[src/rtl/bcp_run_ctrl.sv]
// bcp_run_ctrl: load / init / run / drain sequencer in front of the BCP lookup top level.
// Optional feature macro BCP_RUN_TIMEOUT_EN adds a RUN-phase cycle timeout and a sticky timeout flag.
package bcp_run_ctrl_pkg;
  typedef logic [31:0] node_t;
  typedef logic [15:0] dummy_entry_t;
  typedef logic [15:0] lit_t;

  typedef enum logic [2:0] {
    S_IDLE     = 3'd0,
    S_LOAD_PTR = 3'd1,
    S_LOAD_CLA = 3'd2,
    S_NEXT_ENG = 3'd3,
    S_INIT_UC  = 3'd4,
    S_RUN      = 3'd5,
    S_DRAIN    = 3'd6,
    S_FINISH   = 3'd7
  } state_t;
endpackage

module bcp_run_ctrl
  import bcp_run_ctrl_pkg::*;
#(
  parameter int NUM_ENG      = 4,
  parameter int QUIET_CYCLES = 4,
  parameter int ENG_W        = 3
`ifdef BCP_RUN_TIMEOUT_EN
  , parameter int TIMEOUT_CYC = 4096
`endif
) (
  input  logic         clk,
  input  logic         rst_n,
  input  logic         start,
  input  node_t        host_node,
  input  logic         host_node_valid,
  input  logic         host_node_last,
  output logic         host_node_ready,
  input  dummy_entry_t host_ptr,
  input  logic         host_ptr_valid,
  output logic         host_ptr_ready,
  input  lit_t         host_lit,
  input  logic         host_lit_valid,
  input  logic         host_lit_last,
  output logic         host_lit_ready,
  output node_t        node_in,
  output logic         node_in_valid,
  output dummy_entry_t dummy_ptr,
  output logic         dummy_ptr_valid,
  output logic         change_eng,
  output lit_t         mem2uca,
  output logic         mem2uca_valid,
  output logic         mem2uca_done,
  output logic         halt,
  input  logic         conflict,
  input  logic         stall,
  input  logic         mstack_empty,
  input  lit_t         mstack_lit,
  output logic         mstack_pop,
  output lit_t         res_lit,
  output logic         res_valid,
  output logic         busy,
  output logic         done,
  output logic         sat,
  output logic         unsat,
`ifdef BCP_RUN_TIMEOUT_EN
  output logic         timeout,
`endif
  output state_t       state_dbg,
  output logic [ENG_W-1:0] eng_cnt_dbg
);

  localparam int QW = $clog2(QUIET_CYCLES) + 1;
  localparam logic [QW-1:0] QMAX = QW'(QUIET_CYCLES - 1);

  // Host handshakes: a beat transfers on a rising edge where valid & ready are both 1.
  // Readies depend only on state; the downstream top never back-pressures.
  state_t           state, next_state;
  logic [ENG_W-1:0] eng_cnt;
  logic [QW-1:0]    quiet_cnt;

`ifdef BCP_RUN_TIMEOUT_EN
  logic [15:0] run_cyc;
  logic        timeout_hit;
  assign timeout_hit = (run_cyc == 16'(TIMEOUT_CYC - 1));
`endif

  assign state_dbg   = state;
  assign eng_cnt_dbg = eng_cnt;

  always_comb begin
    next_state      = state;
    host_ptr_ready  = 1'b0;
    host_node_ready = 1'b0;
    host_lit_ready  = 1'b0;
    halt            = 1'b1;
    mstack_pop      = 1'b0;
    res_valid       = 1'b0;
    res_lit         = '0;
    done            = 1'b0;
    busy            = (state != S_IDLE);
    case (state)
      S_IDLE: begin
        if (start) next_state = S_LOAD_PTR;
      end
      S_LOAD_PTR: begin
        host_ptr_ready = 1'b1;
        if (host_ptr_valid) next_state = S_LOAD_CLA;
      end
      S_LOAD_CLA: begin
        host_node_ready = 1'b1;
        if (host_node_valid && host_node_last) next_state = S_NEXT_ENG;
      end
      S_NEXT_ENG: begin
        if (eng_cnt == ENG_W'(NUM_ENG - 1)) next_state = S_INIT_UC;
        else                                next_state = S_LOAD_PTR;
      end
      S_INIT_UC: begin
        // Stay one extra cycle so halt only drops after mem2uca_done is seen.
        host_lit_ready = !mem2uca_done;
        if (mem2uca_done) next_state = S_RUN;
      end
      S_RUN: begin
        halt = 1'b0;
        if (conflict) next_state = S_FINISH;
`ifdef BCP_RUN_TIMEOUT_EN
        else if (timeout_hit) next_state = S_FINISH;
`endif
        else if (stall && quiet_cnt == QMAX) next_state = S_DRAIN;
      end
      S_DRAIN: begin
        mstack_pop = !mstack_empty;
        res_valid  = !mstack_empty;
        res_lit    = mstack_lit;
        if (mstack_empty) next_state = S_FINISH;
      end
      S_FINISH: begin
        done       = 1'b1;
        next_state = S_IDLE;
      end
      default: next_state = S_IDLE;
    endcase
  end

  always_ff @(posedge clk) begin
    if (!rst_n) begin
      state           <= S_IDLE;
      eng_cnt         <= '0;
      quiet_cnt       <= '0;
      node_in         <= '0;
      node_in_valid   <= 1'b0;
      dummy_ptr       <= '0;
      dummy_ptr_valid <= 1'b0;
      mem2uca         <= '0;
      mem2uca_valid   <= 1'b0;
      mem2uca_done    <= 1'b0;
      change_eng      <= 1'b0;
      sat             <= 1'b0;
      unsat           <= 1'b0;
    end else begin
      state           <= next_state;
      node_in         <= host_node;
      node_in_valid   <= host_node_valid && host_node_ready;
      dummy_ptr       <= host_ptr;
      dummy_ptr_valid <= host_ptr_valid && host_ptr_ready;
      mem2uca         <= host_lit;
      mem2uca_valid   <= host_lit_valid && host_lit_ready;
      mem2uca_done    <= host_lit_valid && host_lit_ready && host_lit_last;
      // Registered so the pulse trails the last node's forwarded valid by one cycle.
      change_eng      <= (state == S_NEXT_ENG);

      if (state == S_IDLE && start)   eng_cnt <= '0;
      else if (state == S_NEXT_ENG)   eng_cnt <= eng_cnt + ENG_W'(1);

      if (state != S_RUN || conflict || !stall) quiet_cnt <= '0;
      else if (quiet_cnt != QMAX)               quiet_cnt <= quiet_cnt + QW'(1);

      if (state == S_IDLE && start) begin
        sat   <= 1'b0;
        unsat <= 1'b0;
      end else begin
        if (state == S_RUN && conflict)       unsat <= 1'b1;
        if (state == S_DRAIN && mstack_empty) sat   <= 1'b1;
      end
    end
  end

`ifdef BCP_RUN_TIMEOUT_EN
  always_ff @(posedge clk) begin
    if (!rst_n) begin
      run_cyc <= '0;
      timeout <= 1'b0;
    end else begin
      if (state == S_RUN) run_cyc <= run_cyc + 16'd1;
      else                run_cyc <= '0;
      if (state == S_IDLE && start)                      timeout <= 1'b0;
      else if (state == S_RUN && timeout_hit && !conflict) timeout <= 1'b1;
    end
  end
`endif

endmodule

[config.mk]
export PLATFORM = sky130hd
export DESIGN_NAME = bcp_run_ctrl
export DESIGN_NICKNAME = d
export VERILOG_FILES = /design/src/rtl/bcp_run_ctrl.sv
export SDC_FILE = /design/constraint.sdc
export NUM_CORES = 1
export LEC_CHECK = 0
export ABC_AREA = 1
export BUFFER_PORTS_ARGS = -buffer_cell sky130_fd_sc_hd__buf_2
export CAP_MARGIN = 40
export CELL_PAD_IN_SITES_DETAIL_PLACEMENT = 1
export CELL_PAD_IN_SITES_GLOBAL_PLACEMENT = 2
export CORE_ASPECT_RATIO = 0.9
export CORE_MARGIN = 4
export CORE_UTILIZATION = 20
export DETAILED_ROUTE_END_ITERATION = 16
export GPL_TIMING_DRIVEN = 0
export PLACE_DENSITY_LB_ADDON = 0.1
export RECOVER_POWER = 100
export SLEW_MARGIN = 25
export SYNTH_ARGS = -nofsm -noshare
export SYNTH_HDL_FRONTEND = slang
export SYNTH_SLANG_ARGS = --single-unit
[constraint.sdc]
create_clock -name clk -period 1.8 [get_ports clk]
set_input_delay 0.09 -clock clk [delete_from_list [all_inputs] [get_ports clk]]
set_output_delay 0.09 -clock clk [all_outputs]
set_load 0.02 [all_outputs]
[Word-level counts from Yosys, hierarchy flattened]
Index checks and enable logic that the tools add are counted.
Widths: inputs -> output; s select.
Storage, ports and cells
  memories: 0
  RAM bits: 0
  memory bits (read-only): 0
  latch bits: 0
  bits in registers: 80
Cells by class
  divide/modulo/power cells: 0
  bitwise logic cells: 1
  magnitude comparators: 0
  add/subtract/negate cells: 2
  $mul: 0
  muxes and demuxes: 16
  equal/unequal tests: 17
  reductions and logical operators: 19
  shift operators: 0
Operators with widths (count)
  $mux 3: 8
  $pmux 3 s8: 1
  $mux 16: 1
  $eq 3x2->1 const B: 4
  $eq 3x3->1 const B: 4
  $ne 2x2->1 const B: 5
  $logic_and 1x1->1: 9
  $add 3x1->3 const B: 2
  $mux 1: 6
  $ne 3x3->1 const B: 2
  $reduce_and 6->1: 1
  $reduce_or 2->1: 2
  $eq 3x1->1 const B: 1
  $logic_not 1->1: 3
  $logic_not 3->1: 1
  $ne 3x2->1 const B: 1
  $reduce_bool 3->1: 1
  $logic_or 1x1->1: 2
  $not 1->1: 1

[Longest topological paths before layout]
Gate-level depths: netlist of run 1.
  word-level depth: 5
  mapped depth: 10
  gate-level depth less buffers: 10

[Worst setup path before layout of run 1]
No wires, ideal clock.
  path type: flip-flop to flip-flop
  from: reg state[1], in the netlist state_dbg[1]
  to: reg state[2], in the netlist state_dbg[2]
  data arrival time: 1.365 ns
  period minus slack after synthesis: 1.478 ns
  setup slack: 0.322 ns
  stages on the path, launching flop included: 9
  required time: 1.687 ns
  cell sequence: dfxtp_1 > inv_1 > ha_1 > nand2_2 > nor2_1 > nor2_1 > nand2_2 > o21ai_1 > inv_1
Between the ends
  longest elaborated chain between the ends: 3
  elaborated cells on any way between the ends: 16
  classes of those cells: eq/ne: 13; mux: 1; reduce/logical: 2
Ends and longest elaborated chain
  start, declared: RTL line 76  | state_t state, next_state;
  start signal, assigned: RTL line 159  | state <= next_state;
  $eq 3x3->1, or another cell as far along: RTL line 100  | case (state)
  $ne 3x3->1 (no line) or $ne 2x2->1 (tied branches)
  $reduce_and 6->1 (no line)
Parallel ways exist; a longest one is shown, timed or not.
A chain may end at the register's enable or synchronous reset.

[Final worst setup path of run 1]
  from: reg state[1], in the netlist state_dbg[1]
  to: out halt
Between the ends
  longest elaborated chain between the ends: 2
Ends and longest elaborated chain
  $eq 3x3->1: RTL line 100
  $mux 1: RTL line 100
  end, declared: RTL line 52  | output logic halt,
No other way between the ends.

==> results of run 1 <==
-- cells by family (layout without fill, tap and decap cells) --
family,after synthesis,after routing,synth area share
and+or+nand+nor,141,141,0.209
buffers and inverters,114,383,0.160
DFF,80,80,0.572
AOI/OAI and AO/OA,9,9,0.0161
adders and majority gates,8,8,0.0358
xor gates and xnor gates,2,2,0.00626
-- placed cells by master (no fill, tap or decap), drive strengths merged --
cell,synthesis,routed
clkinv,0,2
nand2,94,94
nor3b,1,1
buf,6,92
a21oi,6,6
dfxtp,80,80
inv,103,103
or2,1,1
nand3,8,8
bufinv,0,1
xor2,2,2
o21ai,3,3
clkbuf,5,119
nor3,2,2
nor2,35,35
dlygate4sd3,0,66
ha,8,8
-- timing repair --
item,4_1_cts,5_1_grt
hold buffers,66,0
setup endpoints to repair,10,19
hold endpoints to repair,66,0
gates resized for setup,0,1
pin swaps,0,0
-- through the flow --
step           std cells  setup slack (ns)  power, µW
2_1_floorplan        354             0.322       2690
3_3_place_gp         712             0.263       3120
3_5_place_dp         712             0.234       3140
4_1_cts              791            0.0553       5120
5_1_grt              791            0.0324       5260
6_report             791             0.180       4940
-- critical path: stages, from the launching register on --
cell	delay, ns
sky130_fd_sc_hd__dfxtp_1	0.40
sky130_fd_sc_hd__inv_1	0.10
sky130_fd_sc_hd__ha_1	0.25
sky130_fd_sc_hd__nand2_1	0.17
sky130_fd_sc_hd__clkbuf_1	0.27
-- registers in the layout, indices dropped and copies added (netlist names) --
signal and flops:
change_eng 1, dummy_ptr 16, dummy_ptr_valid 1, eng_cnt_dbg 3, mem2uca 16, mem2uca_done 1
mem2uca_valid 1, node_in 32, node_in_valid 1, quiet_cnt 3, sat 1, state_dbg 3
unsat 1
-- area by class of cell --
cell class	instances	area, µm²	share of cell area
clock buffer	11	243	0.0507
inverter	103	392	0.0818
multi-input combinational	160	738	0.154
timing repair buffer	256	1510	0.315
buffer	10	48.8	0.0102
tap	168	210	0.0439
clock inverter	3	43.8	0.00915
sequential	80	1600	0.335
-- layer usage --
metal,GRT usage,vias to the layer above,part of all wire
met2,0.208,112,0.48
met5,0,-,0
li1,-,1514,-
met4,0.0357,0,0.015
met3,0.0732,8,0.11
met1,0.129,1292,0.40
-- final timing paths --
| path | slack [ns] | to | cells after the start | from |
|---|---|---|---|---|
| worst min-delay path | 0.02 | mem2uca_done | 2 | host_lit_last |
| worst max register to register | 0.24 | state_dbg[2] | 8 | state_dbg[1] |
| worst max-delay path | 0.18 | halt | 4 | state_dbg[1] |
| worst min register to register | 0.45 | sat | 2 | sat |
-- power breakdown --
part / switching [µW] / internal [µW] / leakage [µW] / total [µW]
registers: 51.7 / 1890 / 0.000663 / 1940
logic: 764 / 432 / 0.00193 / 1200
clock network: 703 / 1100 / 0.000141 / 1800
total: 1520 / 3420 / 0.00274 / 4940
==> impl_results.md, run 1 <==
* Highest ir drop seen on vdd at 506 µV
* Clock root cell: sky130_fd_sc_hd__clkbuf_16
* Worst rel slew slack at 0.672
* Inserted Diodes at 0
* Class of the tightest hold or removal check: input pin to flop
* Via/cell ratio at 3.70
* Cells taking the most area after synthesis: sky130_fd_sc_hd__dfxtp_1, sky130_fd_sc_hd__inv_1, sky130_fd_sc_hd__nand2_1, sky130_fd_sc_hd__nor2_1, sky130_fd_sc_hd__ha_1
* Die area at between 0.015 and 0.02 mm²
* Clock tree from TritonCTS: yes
* Synth cell types at 23
* Finished Cell Area at roughly 0.0048 mm²
* Arrival time of the worst setup path at roughly 1.5 ns
* Top fanout value on the critical path at 4
* Ys Warns at 0
* Final Wtd Congestion at roughly 0.68
* Cell Area, Synth at 0.00280 mm²
* Most instantiated flip-flop cell in the synthesis netlist: sky130_fd_sc_hd__dfxtp_1
* Number of clock sinks at 80
* Mean instance size in the synthesized netlist at between 7 and 8 µm²
* Die span in x at roughly 130 µm
* Kind of launch point of the worst setup path: flop
* Io pins at 192
* H-tree lvl count at 3
* Number of setup violations in the final report at 0
* Top cell type by total area after synthesis: sky130_fd_sc_hd__dfxtp_1
* Tightest Pin Transition at around 0.5 ns
* Placed cell area at 0.00396 mm²
* Count of maximum capacitance violations at 0
* First drt pass iteration count at 4
* Starting density of the core at 0.207
* Status: finished, final reports clean
* FFs w/ async S/R, synth at 0
* Filler Cell Count at 1700
* Latest clock arrival within the worst-skew pair at around 0.34 ns
* Number of buffers added for setup after CTS at 0
* Count of flip-flops with a built-in enable after synthesis at 0
* Maximum clock skew at final layout at around 0.0037 ns
* Antenna violations before repair at 0
* Net count of the mapped netlist at roughly 450
* Most repeated cell in the gate-level netlist after synthesis: sky130_fd_sc_hd__inv_1
* DP Wirelength at between 7 and 8 mm
* Area share of the largest cell type after synthesis at 0.572
* Cell count after synthesis at 354
* Pins Over Slew Limit at 0
* Antenna-violating nets left at 0
* Critical path class: flop to output port
* Vias in the first global route at about 3200
* Layout cell share with drive strength beyond 1 at 0.213
* Final Critical Period at about 1.6 ns
* Port-buffer cells at between 150 and 200
* Remaining design rule violation count at 0
* Routed wire length per instance at between 10 and 15 µm
* Ratio of final minimum period to clock period at 0.900
* Layout Area Growth over Synthesis at 71.0%
* Share of the core filled with cells in the final layout at 0.354
* First-pass GRT wire length at between 15 and 20 mm
* Core area at between 0.01 and 0.015 mm²
* Deepest clock path buffer count at 2
* Number of endpoints with negative hold slack in the final report at 0
* Most numerous cell types in the synthesized netlist: sky130_fd_sc_hd__inv_1, sky130_fd_sc_hd__nand2_1, sky130_fd_sc_hd__dfxtp_1
* Layout net count at just over 700
* RSZ-0062 raised after global routing: false
* DIE HEIGHT at about 120 µm
* Maximum number of pins on one net before global-route repair at 19
* Setup TNS Final at 0 ns
* Overall fraction of global-route tracks in use at 0.123
* Proportion of synthesized chip area in sequential cells at 0.572
* Worst hold slack at 0.0218 ns
* FF+latch count, synth at 80
* CP required at 1.71 ns
* Leakage power summed over all cells at approximately 0.0027 µW
* Power density of the placed cells at about 1000 mW/mm²
* DRC marker count from the first detailed-route iteration at between 70 and 80
* Number of vias in the routed layout at around 2900
* Grt ovf at 0
* Wire length reported by the detailed router at between 9 and 10 mm
* Number of buffers added by the clock tree synthesis step at 9
* Clock transition at the register clock pins on the worst setup and hold paths after CTS at around 0.060 ns
* Kind of capture point of the worst setup path: output port
* Num rows at 40
* Achievable frequency at between 0.6 and 0.7 GHz
(Power assumes the default switching activity.)
==> run 2, diff against run 1 <==
Settings changed: CORE_MARGIN 4 to 3, MAX_ROUTING_LAYER set to met4.
==> run 2 against run 1 <==
Net effect:
- worst setup slack got worse by 0.030 ns
- maximum frequency fell by 1.8%
- power up 4.8%
- critical endpoint is now res_lit[1]
- count of clock-buffer cells in the layout unchanged
==> impl_results.md, run 2 (synthesis gave the netlist of run 1 again) <==
* Clock transition at the register clock pins on the worst setup and hold paths after CTS at 0.06 ns (about the same)
* DRC marker count from the first detailed-route iteration at 50 (-31%)
* Clock tree from TritonCTS: yes
* RSZ-0062 raised after global routing: false
* Top fanout value on the critical path at 18 (+14)
* Achievable frequency at 0.606 GHz (-1.8%)
* Setup TNS Final at 0 ns (unchanged)
* Most common cell after layout, fill and taps aside: sky130_fd_sc_hd__clkbuf_1
* Class of the tightest hold or removal check: input pin to flop
* Vias in the first global route at 3144 (-0.85%)
* Starting density of the core at 0.207 (unchanged)
* H-tree lvl count at 3 (unchanged)
* First-pass GRT wire length at 14.7 mm (-5.5%)
* Remaining design rule violation count at 0 (unchanged)
* DP Wirelength at 6.97 mm (-4.8%)
* Filler Cell Count at 1680 (-1.2%)
* Most frequent cells in the layout: sky130_fd_sc_hd__clkbuf_1, sky130_fd_sc_hd__inv_1, sky130_fd_sc_hd__nand2_1
* Placed Instances at 712 (unchanged)
* Number of setup violations in the final report at 0 (unchanged)
* Latest clock arrival within the worst-skew pair at 0.34 ns (about the same)
* Via/cell ratio at 3.72 (+0.65%)
* Final Critical Period at 1.65 ns (+0.0300 ns)
* Kind of capture point of the worst setup path: output port
* Placed cell area at 0.00396 mm² (unchanged)
* Largest registers ranked by flip-flop count: node_in (32), dummy_ptr (16), mem2uca (16)
* Grt ovf at 0 (unchanged)
* Count of maximum capacitance violations at 0 (unchanged)
* Share of the core filled with cells in the final layout at 0.357 (+0.00296)
* Core area at 0.0135 mm² (unchanged)
* Number of clock sinks at 80 (unchanged)
* Num rows at 40 (unchanged)
* Slowest Stage Delay on Critical Path at 0.34 ns (-0.06 ns)
* Status: finished, final reports clean
* Highest ir drop seen on vdd at 622 µV (+23%)
* Register ranked first by flip-flop count: node_in
* Port-buffer cells at 190 (unchanged)
* Layout cell share with drive strength beyond 1 at 0.200 (-0.0135)
* Die span in x at 131 µm (-1.5%)
* Kind of launch point of the worst setup path: flop
* Top delay family on crit path: buffers and inverters
* Number of flip-flops in the largest register at 32 (unchanged)
* Met2 wire length at 4.35 mm (-4.4%)
* Io pins at 192 (unchanged)
* Maximum number of pins on one net before global-route repair at 19 (unchanged)
* CP bufs+invs at 2 (unchanged)
* Number of buffers added by the clock tree synthesis step at 9 (unchanged)
* Finished Cell Area at 0.00483 mm² (+0.84%)
* List of cells traversed by the critical path: inv_1 -> ha_2 -> nand2_4 -> nor2_1 -> clkbuf_1
* Overall fraction of global-route tracks in use at 0.125 (+0.00220)
* Routed length on met1 at 3.87 mm (+2.1%)
* Deepest clock path buffer count at 2 (unchanged)
* Pins Over Slew Limit at 0 (unchanged)
* Critical path class: flop to output port
* Cell type of the slowest stage on the worst timing path: sky130_fd_sc_hd__dfxtp_1
* Routed wire length per instance at 11.8 µm (-2.6%)
* Met3 WL post-DR at 1.01 mm (-6.6%)
* DIE HEIGHT at 118 µm (-1.7%)
* CP required at 1.71 ns (about the same)
* Layout net count at 719 (unchanged)
* Power density of the placed cells at 1070 mW/mm² (+3.9%)
* Ratio of final minimum period to clock period at 0.917 (+0.0167)
* First drt pass iteration count at 4 (unchanged)
* Non-filler instance count after layout at 795 (+0.51%)
* Highest metal layer with signal wires: met4
* Leakage power summed over all cells at 0.00273 µW (-0.39%)
* Maximum clock skew at final layout at 0.00488 ns (+0.00123 ns)
* Final Wtd Congestion at 0.677 (-1.0%)
* Tightest Pin Transition at 0.511 ns (+0.0201 ns)
* Number of endpoints with negative hold slack in the final report at 0 (unchanged)
* Arrival time of the worst setup path at 1.56 ns (+0.03 ns)
* Number of vias in the routed layout at 2960 (+1.2%)
* Clock root cell: sky130_fd_sc_hd__clkbuf_16
* Antenna-violating nets left at 0 (unchanged)
* Antenna violations before repair at 2 (+2)
* Die area at 0.0155 mm² (-3.1%)
* Wire length reported by the detailed router at 9.38 mm (-2.1%)
* Worst rel slew slack at 0.659 (-0.0134)
* Layout Area Growth over Synthesis at 72.4%
run 2: changes by cell type in the layout (fill, tap and decap cells not counted):
cell                        delta
sky130_fd_sc_hd__inv_6         +1
sky130_fd_sc_hd__nand3_1       +1
sky130_fd_sc_hd__clkbuf_1      +9
sky130_fd_sc_hd__bufinv_16     +1
sky130_fd_sc_hd__clkbuf_8      +1
sky130_fd_sc_hd__buf_2         +1
sky130_fd_sc_hd__clkbuf_2     -11
sky130_fd_sc_hd__diode_2       +2
sky130_fd_sc_hd__clkinv_4      +1
sky130_fd_sc_hd__clkinv_2      -1
sky130_fd_sc_hd__nand3_2       -1
run 2: layout make-up:
cell class / instances / area [µm²] / area share
Sequential cell: 80 / 1600 / 0.332
Timing Repair Buffer: 256 / 1500 / 0.310
Multi-Input combinational cell: 160 / 733 / 0.152
Inverter: 103 / 392 / 0.0812
Clock buffer: 11 / 253 / 0.0524
Tap cell: 168 / 210 / 0.0436
Clock inverter: 5 / 86.3 / 0.0179
Buffer: 10 / 48.8 / 0.0101
Antenna cell: 2 / 5.00 / 0.00104
run 2: power by group:
group | leakage (µW) | internal (µW) | switching, µW
logic | 0.00190 | 429 | 744
registers | 0.000663 | 1890 | 52.5
clock network | 0.000166 | 1300 | 758
total | 0.00273 | 3620 | 1550
run 2: timing repair:
action,CTS,global route
cloned,0,0
gates resized for setup,0,1
hold buffers,66,0
buffers inserted,0,0
pin swaps,0,0
endpoints found under the hold margin,67,0
setup endpoints to repair,10,4
run 2: stage by stage:
| step | power [µW] | hold WS [ns] | setup slack, ns |
|---|---|---|---|
| finish | 5170 | 0.0166 | 0.150 |
| global placement | 3120 | 0.270 | 0.267 |
| CTS | 5360 | 0.00108 | 0.0758 |
| floorplan | 2690 | 0.188 | 0.322 |
| detailed placement | 3130 | 0.276 | 0.250 |
| global route | 5500 | 0.00571 | 0.0378 |
run 2: worst min-delay path, stage by stage:
cell                     delay [ns]
sky130_fd_sc_hd__buf_2         0.10
sky130_fd_sc_hd__inv_1         0.06
sky130_fd_sc_hd__nor3_1        0.06
run 2: path summary, 6_finish.rpt:
check / start / to / slack (ns) / cells after the start
worst max-delay path: state_dbg[0] / res_lit[1] / 0.15 / 5
worst min register to register: unsat / unsat / 0.44 / 2
worst max register to register: state_dbg[0] / state_dbg[2] / 0.21 / 8
worst min-delay path: host_ptr_valid / dummy_ptr_valid / 0.02 / 3
run 2: layer usage:
metal / vias to the layer above / GRT usage
met1: 1294 / 0.131
li1: 1524 / -
met4: 0 / 0.0328
met2: 129 / 0.204
met3: 13 / 0.0691
met5: - / -
==> run 3, diff against run 2 <==
Settings changed: CORE_ASPECT_RATIO 0.9 to 1.1.
==> run 3 against run 2 <==
Net effect:
- clock power grew 2%
- via count is essentially flat
- critical path depth is the same
- largest power group unchanged
- largest cell class unchanged
- highest routed layer unchanged
- sequential cell count is the same
- hold slack lost 0.0023 ns
- maximum frequency grew 0.94%
==> impl_results.md, run 3 (synthesis gave the netlist of run 1 again) <==
* Top fanout value on the critical path at 18 (unchanged)
* Post-layout power at 5220 µW (+0.86%)
* Met1 track demand over resource at 0.122 (-0.00957)
* Layout net count at 720 (+0.14%)
* Via/cell ratio at 3.65 (-1.9%)
* Maximum number of pins on one net before global-route repair at 19 (unchanged)
* Antenna-violating nets left at 0 (unchanged)
* Worst rel slew slack at 0.606 (-0.0532)
* P_int at 3710 µW (+2.5%)
* CP required at 1.71 ns (about the same)
* Comb power frac at 0.224 (-0.003)
* Number of clock sinks at 80 (unchanged)
* Remaining design rule violation count at 0 (unchanged)
* Net Sw Frac at 0.289 (-0.0116)
* Overall fraction of global-route tracks in use at 0.127 (+0.00204)
* Ratio of final minimum period to clock period at 0.908 (-0.00854)
* Most frequent cells in the layout: sky130_fd_sc_hd__clkbuf_1, sky130_fd_sc_hd__inv_1, sky130_fd_sc_hd__nand2_1, sky130_fd_sc_hd__buf_2, sky130_fd_sc_hd__dfxtp_1
* Starting density of the core at 0.208 (+0.00123)
* Switching component of the power at 1510 µW (-3.0%)
* Die span in x at 119 µm (-9.1%)
* Final Critical Period at 1.63 ns (-0.0154 ns)
* Wire length reported by the detailed router at 9.35 mm (-0.32%)
* Count of maximum capacitance violations at 0 (unchanged)
* DIE HEIGHT at 130 µm (+10%)
* Number of flip-flops in the largest register at 32 (unchanged)
* Routed wire length per instance at 11.5 µm (-2.3%)
* Critical path class: flop to output port
* Io pins at 192 (unchanged)
* Antenna violations before repair at 1 (-1)
* Status: finished, final reports clean
* Largest registers ranked by flip-flop count: node_in (32), dummy_ptr (16), mem2uca (16)
* Setup TNS Final at 0 ns (unchanged)
* Routing layer with the top usage in global route: met2
* Port-buffer cells at 190 (unchanged)
* Most common cell after layout, fill and taps aside: sky130_fd_sc_hd__clkbuf_1
* Number of buffers added for setup after CTS at 0 (unchanged)
* Latest clock arrival within the worst-skew pair at 0.33 ns (about the same)
* Tightest Pin Transition at 0.585 ns (+0.0736 ns)
* Core area at 0.0134 mm² (-0.59%)
* Clock tree from TritonCTS: yes
* Kind of launch point of the worst setup path: flop
* First-pass GRT wire length at 14.8 mm (+0.70%)
* Clock Power Share at 0.404 (+0.006)
* Number of buffers added by the clock tree synthesis step at 9 (unchanged)
* Grt ovf at 0 (unchanged)
* List of cells traversed by the critical path: inv_1 -> ha_2 -> nand2_4 -> nor2_1 -> clkbuf_1
* Num rows at 44 (+10%)
* Maximum clock skew at final layout at 0.00484 ns (-0.0000490 ns)
* Cell type of the slowest stage on the worst timing path: sky130_fd_sc_hd__dfxtp_1
* DP Wirelength at 7.16 mm (+2.6%)
* DRC marker count from the first detailed-route iteration at 50 (unchanged)
* Fraction of met3 tracks used by global routing at 0.0516 (-0.0176)
* Kind of capture point of the worst setup path: output port
* Clock root cell: sky130_fd_sc_hd__clkbuf_16
* Number of endpoints with negative hold slack in the final report at 0 (unchanged)
* Class of the tightest hold or removal check: input pin to flop
* Part of the power in registers at 0.372 (-0.004)
* Pins Over Slew Limit at 0 (unchanged)
* Depth of the most critical reg-to-reg path at 5 (-3)
* Min-Delay Path Depth at 3 (unchanged)
* GR met2 Demand/Resource at 0.226 (+0.0220)
* Final Wtd Congestion at 0.676 (-0.18%)
* Clock transition at the register clock pins on the worst setup and hold paths after CTS at 0.06 ns (about the same)
* Register ranked first by flip-flop count: node_in
* H-tree lvl count at 3 (unchanged)
* Highest ir drop seen on vdd at 445 µV (-29%)
* Achievable frequency at 0.612 GHz (+0.94%)
* Layout Area Growth over Synthesis at 73.7%
* Arrival time of the worst setup path at 1.54 ns (-0.02 ns)
* Number of setup violations in the final report at 0 (unchanged)
* RSZ-0062 raised after global routing: false
* Layout cell share with drive strength beyond 1 at 0.196 (-0.00351)
* Die area at 0.0155 mm² (about the same)
* Deepest clock path buffer count at 2 (unchanged)
* Leakage power summed over all cells at 0.00273 µW (+0.29%)
* Power density of the placed cells at 1070 mW/mm² (+0.11%)
* Number of vias in the routed layout at 2961 (+0.034%)
* Slowest Stage Delay on Critical Path at 0.34 ns (about the same)
* First drt pass iteration count at 2 (-2)
* Vias in the first global route at 3185 (+1.3%)
## run 3: changes by cell type in the layout (fill, tap and decap cells not counted), sizes merged
cell	delta
clkbuf	-2
dlygate4sd3	+1
bufinv	+1
diode	-1
buf	+2
inv	-1
## run 3: final timing paths
path	from	to	slack, ns
worst max register to register	state_dbg[0]	eng_cnt_dbg[0]	0.23
worst min register to register	sat	sat	0.45
worst max-delay path	state_dbg[0]	res_lit[7]	0.17
worst min-delay path	host_ptr_valid	dummy_ptr_valid	0.01
## run 3: critical path: cells and delay by family, from the launching register on
kind / cells / cell delay [ns]
buffers and inverters: 2 / 0.36
adders and majority gates: 1 / 0.24
DFF: 1 / 0.34
and+or+nand+nor: 2 / 0.26
## run 3: repair_timing
action,CTS,global route
hold buffers,67,0
resized for setup,0,1
endpoints found under the hold margin,67,0
setup endpoints to repair,10,4
## run 3: routing by layer
layer	routed length, µm	vias to the layer above
li1	-	1521
met1	3540	1308
met3	827	15
met4	176	0
met2	4810	117
met5	0	-
## run 3: power by group through the flow
stage / logic, µW / registers [µW] / clock network (µW)
after detailed placement: 1160 / 1980 / 0
after global routing: 1330 / 1950 / 2280
after floorplan: 569 / 2130 / 0
final: 1170 / 1940 / 2110
after CTS: 1270 / 1940 / 2200
after global placement: 1140 / 1970 / 0
## run 3: metrics by stage
stage	cell area [µm²]	hold WS (ns)	std cells	utilization	setup WS, ns
after floorplan	2800	0.188	354	-	0.322
after global placement	3980	0.271	728	0.296	0.293
after detailed placement	3980	0.278	728	0.296	0.298
after CTS	4990	0.00153	810	0.372	0.0695
after global routing	4860	0.0208	811	0.362	0.0396
final	4860	0.0143	811	0.362	0.166
## run 3: layout make-up
| class | count | area (µm²) |
|---|---|---|
| clock inverters | 5 | 104 |
| plain buffers | 10 | 48.8 |
| well taps | 184 | 230 |
| multi-input cells | 160 | 736 |
| inverters | 103 | 392 |
| repair buffers | 257 | 1510 |
| flip-flops and latches | 80 | 1600 |
| diodes | 1 | 2.50 |
| fillers | 1745 | 8570 |
| clock buffers | 11 | 243 |
